`config.mk`:
```
export PLATFORM = sky130hd
export DESIGN_NAME = da_bitserial_mac
export DESIGN_NICKNAME = d
export VERILOG_FILES = /design/src/rtl/da_bitserial_mac.sv
export SDC_FILE = /design/constraint.sdc
export NUM_CORES = 1
export LEC_CHECK = 0
export CAP_MARGIN = 20
export CORE_MARGIN = 10
export CORE_UTILIZATION = 34
export CTS_CLUSTER_DIAMETER = 30
export DETAILED_ROUTE_END_ITERATION = 10
export GPL_TIMING_DRIVEN = 0
export HOLD_SLACK_MARGIN = 0.06
export MAX_ROUTING_LAYER = met4
export PLACE_DENSITY_LB_ADDON = 0.05
export SKIP_CTS_REPAIR_TIMING = 1
export SYNTH_ARGS = -nofsm -noshare
export SYNTH_HDL_FRONTEND = slang
export SYNTH_SLANG_ARGS = --single-unit
```
`constraint.sdc`:
```
create_clock -name clk -period 7.1 [get_ports clk]
set_input_delay 0.71 -clock clk [delete_from_list [all_inputs] [get_ports clk]]
set_output_delay 0.71 -clock clk [all_outputs]
set_load 0.05 [all_outputs]
```
`src/rtl/da_bitserial_mac.sv`:
```
// rtl/da_bitserial_mac.sv - bit-serial distributed-arithmetic dot-product engine
module da_bitserial_mac #(
  parameter int DATA_WIDTH_A = 16,
  parameter int DATA_WIDTH_B = 16,
  parameter int K            = 9,
  localparam int PS_WIDTH    = DATA_WIDTH_B + $clog2(K) + 1,
  localparam int OUT_WIDTH   = DATA_WIDTH_A + DATA_WIDTH_B + $clog2(K)
) (
  input  logic                        clk,
  input  logic                        rst,
  input  logic                        flush,
  input  logic                        signed_a,
  input  logic                        in_valid,
  output logic                        in_ready,
  input  logic [DATA_WIDTH_A-1:0]     a_in [K],
  input  logic [DATA_WIDTH_B-1:0]     b_in [K],
  output logic                        out_valid,
  input  logic                        out_ready,
  output logic signed [OUT_WIDTH-1:0] y_out
);

  // Bit counter is at least one bit wide so DATA_WIDTH_A=1 still elaborates.
  localparam int CW = (DATA_WIDTH_A > 1) ? $clog2(DATA_WIDTH_A) : 1;
  localparam logic [CW-1:0] LAST_J = CW'(DATA_WIDTH_A - 1);
  // Odd K gets a zero partner for the last pair.
  localparam int NP = (K + 1) / 2;

  typedef enum logic [1:0] {IDLE, RUN, DRAIN, DONE} state_t;

  state_t state_q, state_d;
  logic   accept;

  logic [DATA_WIDTH_A-1:0] a_q [K];
  logic [DATA_WIDTH_B-1:0] b_q [K];
  logic                    sa_q;
  logic [CW-1:0]           cnt_q;

  logic [DATA_WIDTH_A-1:0]    a_pad [2*NP];
  logic [DATA_WIDTH_B-1:0]    b_pad [2*NP];
  logic signed [PS_WIDTH-1:0] b0_ext, b1_ext, pair_sum, ps_sum;

  logic                        s1_valid;
  logic signed [PS_WIDTH-1:0]  s1_ps;
  logic [CW-1:0]               s1_j;
  logic signed [OUT_WIDTH-1:0] ps_ext, term, acc_q;

  // Next-state logic; flush overrides every other transition.
  always_comb begin
    state_d = state_q;
    case (state_q)
      IDLE:    if (in_valid) state_d = RUN;
      RUN:     if (cnt_q == LAST_J) state_d = DRAIN;
      DRAIN:   state_d = DONE;
      DONE:    if (out_valid && out_ready) state_d = IDLE;
      default: state_d = IDLE;
    endcase
    if (flush) state_d = IDLE;
    in_ready = (state_q == IDLE);
    accept   = (state_q == IDLE) && in_valid && !flush;
  end

  // State register.
  always_ff @(posedge clk or negedge rst) begin
    if (!rst) state_q <= IDLE;
    else      state_q <= state_d;
  end

  // Operand capture at accept so the inputs are free to change during RUN.
  always_ff @(posedge clk or negedge rst) begin
    if (!rst) begin
      for (int i = 0; i < K; i++) begin
        a_q[i] <= '0;
        b_q[i] <= '0;
      end
      sa_q <= 1'b0;
    end else if (accept) begin
      for (int i = 0; i < K; i++) begin
        a_q[i] <= a_in[i];
        b_q[i] <= b_in[i];
      end
      sa_q <= signed_a;
    end
  end

  // Bit-plane counter: restarts at accept, walks 0..DATA_WIDTH_A-1 during RUN.
  always_ff @(posedge clk or negedge rst) begin
    if (!rst)                                  cnt_q <= '0;
    else if (accept)                           cnt_q <= '0;
    else if (state_q == RUN && cnt_q != LAST_J) cnt_q <= cnt_q + 1'b1;
  end

  // Zero-padded operand view so every pair has two members.
  always_comb begin
    for (int i = 0; i < 2*NP; i++) begin
      a_pad[i] = '0;
      b_pad[i] = '0;
    end
    for (int i = 0; i < K; i++) begin
      a_pad[i] = a_q[i];
      b_pad[i] = b_q[i];
    end
  end

  // Pairwise 4-way select (0 / b0 / b1 / b0+b1) and sum of all pairs for plane cnt_q.
  always_comb begin
    ps_sum   = '0;
    b0_ext   = '0;
    b1_ext   = '0;
    pair_sum = '0;
    for (int p = 0; p < NP; p++) begin
      b0_ext = {{(PS_WIDTH-DATA_WIDTH_B){b_pad[2*p][DATA_WIDTH_B-1]}}, b_pad[2*p]};
      b1_ext = {{(PS_WIDTH-DATA_WIDTH_B){b_pad[2*p+1][DATA_WIDTH_B-1]}}, b_pad[2*p+1]};
      case ({a_pad[2*p+1][cnt_q], a_pad[2*p][cnt_q]})
        2'b01:   pair_sum = b0_ext;
        2'b10:   pair_sum = b1_ext;
        2'b11:   pair_sum = b0_ext + b1_ext;
        default: pair_sum = '0;
      endcase
      ps_sum = ps_sum + pair_sum;
    end
  end

  // Stage 1: register the plane's partial sum together with its bit index.
  always_ff @(posedge clk or negedge rst) begin
    if (!rst) begin
      s1_valid <= 1'b0;
      s1_ps    <= '0;
      s1_j     <= '0;
    end else begin
      s1_valid <= (state_q == RUN) && !flush;
      if (state_q == RUN) begin
        s1_ps <= ps_sum;
        s1_j  <= cnt_q;
      end
    end
  end

  // Weight the registered partial sum by 2^j; the sign plane of a signed A is negative.
  always_comb begin
    ps_ext = {{(OUT_WIDTH-PS_WIDTH){s1_ps[PS_WIDTH-1]}}, s1_ps};
    term   = ps_ext <<< s1_j;
  end

  // Stage 2 shift-accumulator.
  always_ff @(posedge clk or negedge rst) begin
    if (!rst)                acc_q <= '0;
    else if (flush || accept) acc_q <= '0;
    else if (s1_valid) begin
      if (sa_q && s1_j == LAST_J) acc_q <= acc_q - term;
      else                        acc_q <= acc_q + term;
    end
  end

  // Result register: loaded once the accumulator has settled in DONE, held until taken.
  always_ff @(posedge clk or negedge rst) begin
    if (!rst) begin
      out_valid <= 1'b0;
      y_out     <= '0;
    end else if (flush) begin
      out_valid <= 1'b0;
    end else if (state_q == DONE) begin
      if (!out_valid) begin
        out_valid <= 1'b1;
        y_out     <= acc_q;
      end else if (out_ready) begin
        out_valid <= 1'b0;
      end
    end
  end

endmodule

```
==> impl_metrics.json <==
{
  "routedWlPerCell_microns": 20.2,
  "clkSinkCount": 394,
  "crit_buf_inv": 6,
  "final_cell_mix": "nand2_1 (1004), dfrtp_1 (392), clkdlybuf4s50_1 (329), ha_1 (125)",
  "critical_path_depth": 23,
  "drv_cap": 0,
  "antenna_found_initial": 19,
  "hpwl_microns": 72800,
  "synth_area_leader_cell": "dfrtp_1",
  "synthToLayoutAreaGrowth_pct": 34.3,
  "tns_ns": 0,
  "fin_crit_sh_pct": 97.2,
  "cp.arrival_ns": 7.44,
  "worst_slew_pin_slew_ns": 1.01,
  "synth-async-reset-ratio_pct": 100,
  "synth_cells": 2963,
  "synth_edf_count": 0,
  "die_w_microns": 296,
  "num_vias": 22707,
  "synth_top_flop_cell": "dfrtp_1",
  "hold_class": "input pin to async pin",
  "drt_first_iter_violations": 1425,
  "synth_top_area_share_pct": 37.9,
  "grt_pass1_vias": 23918,
  "avgSynthCellArea_sq_um": 8.77,
  "rows": 101,
  "ys.warnings.count": 0,
  "die_area_sq_mm": 0.0879,
  "crit_path_end": "s1_ps[19]",
  "crit_chain": "buf_12 -> buf_12 -> buf_8 -> mux4_2 -> mux4_2 -> clkbuf_2 -> and2_1 -> fa_1 -> fa_1 -> inv_1 -> fa_1 -> inv_1 -> ha_1 -> nor2b_1 -> o21ai_1 -> a21boi_2 -> o21ai_2 -> a21oi_2 -> o211ai_1 -> a41oi_2 -> o211a_1 -> o21a_1 -> o31ai_1",
  "globalRoute.totalOverflow": 0,
  "status": "completed",
  "setup.worst_path.start": "cnt_q[0]",
  "period_minus_slack_ns": 6.90,
  "cts_tree": "built",
  "clockRootBuffer": "clkbuf_16",
  "final_common_cell": "nand2_1",
  "cp_max_fo": 10,
  "critPathSlowestCell": "fa_1",
  "cts-buffers-inserted": 108,
  "syn_nets": 3440,
  "cts_buffer_depth": 3,
  "portBuffers": 330,
  "crit_path_frequent_cell": "fa_1",
  "drt_first_pass_iters": 5,
  "ff_latch_area_sq_mm": 0.00986,
  "core_area_sq_mm": 0.0758,
  "htreeDepth": 3,
  "yosysSeqAreaShare_pct": 37.9,
  "die_h_microns": 296,
  "cpPeakStageDelay_ns": 0.68,
  "clk_pin_slew_ns": 0.05,
  "fillerInstances": 7370,
  "report.final.slew_viol_count": 0,
  "r2r-end": "s1_ps[19]",
  "required_ns": 7.64,
  "grt_pass1_wl_microns": 139000,
  "critPathCaptureType": "register",
  "crit_type": "register to register",
  "vias_per_cell": 5.04,
  "start_util_pct": 34.3,
  "drc_errors": 0,
  "drive_gt1_share_pct": 11.2,
  "max_freq_mhz": 145,
  "wirelength_microns": 91100,
  "grt_max_degree": 121,
  "timing.rr.start": "cnt_q[0]",
  "design.portCount": 332,
  "path_delay_family": "adder cells",
  "ys_types": 80,
  "r2r_setup_slack_ns": 0.20,
  "clk_latency_ns": 0.68,
  "grt_use_total_pct": 21.3,
  "gp_congestion": 0.890,
  "synth-seq-cells": 394,
  "critPathLaunchType": "register",
  "relSlewSlack_pct": 32.3,
  "r2r_cells": 23,
  "synth.area.top_cells": "dfrtp_1 (38%), nand2_1 (15%), ha_1 (6.0%)",
  "finalHoldViolations": 0,
  "syn_area_sq_mm": 0.0260,
  "fin_skew_ns": 0.0594,
  "multi_input_area_sq_mm": 0.0152,
  "fin_nets": 3890,
  "ant_nets": 0,
  "finalSetupViolations": 0
}
[cell type report]
class / count / share of cell area, %
Antenna cell: 20 / 0.143
Tap cell: 978 / 3.51
Sequential cell: 394 / 28.3
Timing Repair Buffer: 343 / 10.0
Clock inverter: 71 / 3.00
Multi-Input combinational cell: 2303 / 43.5
Clock buffer: 132 / 8.41
Buffer: 141 / 1.91
Inverter: 122 / 1.31
[cells by family after synthesis]
group	after synthesis	synth area share, %
compound gates	418	10.4
fa+ha+maj	183	10.5
mux	210	11.1
xor+xnor	112	3.78
flops	394	37.9
simple gates	1380	22.2
buf+inv	266	4.05
[Yosys cell counts (58+ instances only)]
| master | instances |
|---|---|
| dfrtp_1 | 394 |
| nand2_1 | 1005 |
| fa_1 | 58 |
| mux2_2 | 64 |
| nand3_1 | 60 |
| clkbuf_1 | 112 |
| xnor2_1 | 72 |
| mux2i_1 | 88 |
| ha_1 | 125 |
| a21oi_1 | 92 |
| o21ai_0 | 98 |
| inv_1 | 121 |
| nor2_1 | 121 |
[routing by layer]
| layer | routed length [microns] | up-vias | global-route usage, % |
|---|---|---|---|
| met5 | 0 | - | - |
| li1 | - | 11017 | - |
| met1 | 37500 | 10982 | 24.5 |
| met3 | 5500 | 151 | 5.17 |
| met4 | 2460 | 0 | 6.27 |
| met2 | 45600 | 557 | 36.4 |
[per-stage QoR]
step	worst slack (ns)	utilization, %	instance area [sq um]	hold WS [ns]	cells
after detailed placement	-2.22	40.4	30600	0.457	4276
final	0.198	46.0	34900	0.0701	4504
after global routing	-0.0441	46.0	34900	0.103	4503
after CTS	-2.25	45.7	34600	0.0865	4479
after global placement	-12.79	40.2	30500	0.453	4271
after floorplan	0.387	-	26000	0.414	2963
[worst min path at each step]
stage | from | end | slack [ns] | cells after the start
3_5_place_dp | a_pad[18] | a_pad[18] | 0.46 | 2
6_report | rst | b_pad[36] | 0.07 | 2
2_1_floorplan | rst | a_pad[100] | 0.41 | 0
5_1_grt | rst | b_pad[36] | 0.10 | 2
4_1_cts | rst | b_pad[36] | 0.09 | 2
3_3_place_gp | a_pad[79] | a_pad[79] | 0.45 | 2
[state kept, by name (all words and copies together) (netlist names)]
register   count
b0_ext        16
state_q        2
s1_valid       1
sa_q           1
b_pad        128
out_valid      1
cnt_q          4
a_pad        144
acc_q         36
s1_ps         21
y_out         36
s1_j           4
[worst register-to-register path: stages (launching register included)]
cell and delay [ns]:
dfrtp_2 0.44, buf_12 0.19, buf_12 0.17, buf_8 0.21, mux4_2 0.55, mux4_2 0.64, clkbuf_2 0.26, and2_1 0.21
fa_1 0.51, fa_1 0.68, inv_1 0.11, fa_1 0.54, inv_1 0.04, ha_1 0.32, nor2b_1 0.15, o21ai_1 0.19
a21boi_2 0.10, o21ai_2 0.16, a21oi_2 0.09, o211ai_1 0.30, a41oi_2 0.21, o211a_1 0.28, o21a_1 0.18, o31ai_1 0.22
Power is not shown: default switching activity piles up to over one toggle a cycle in this logic, so the estimate is an artifact.
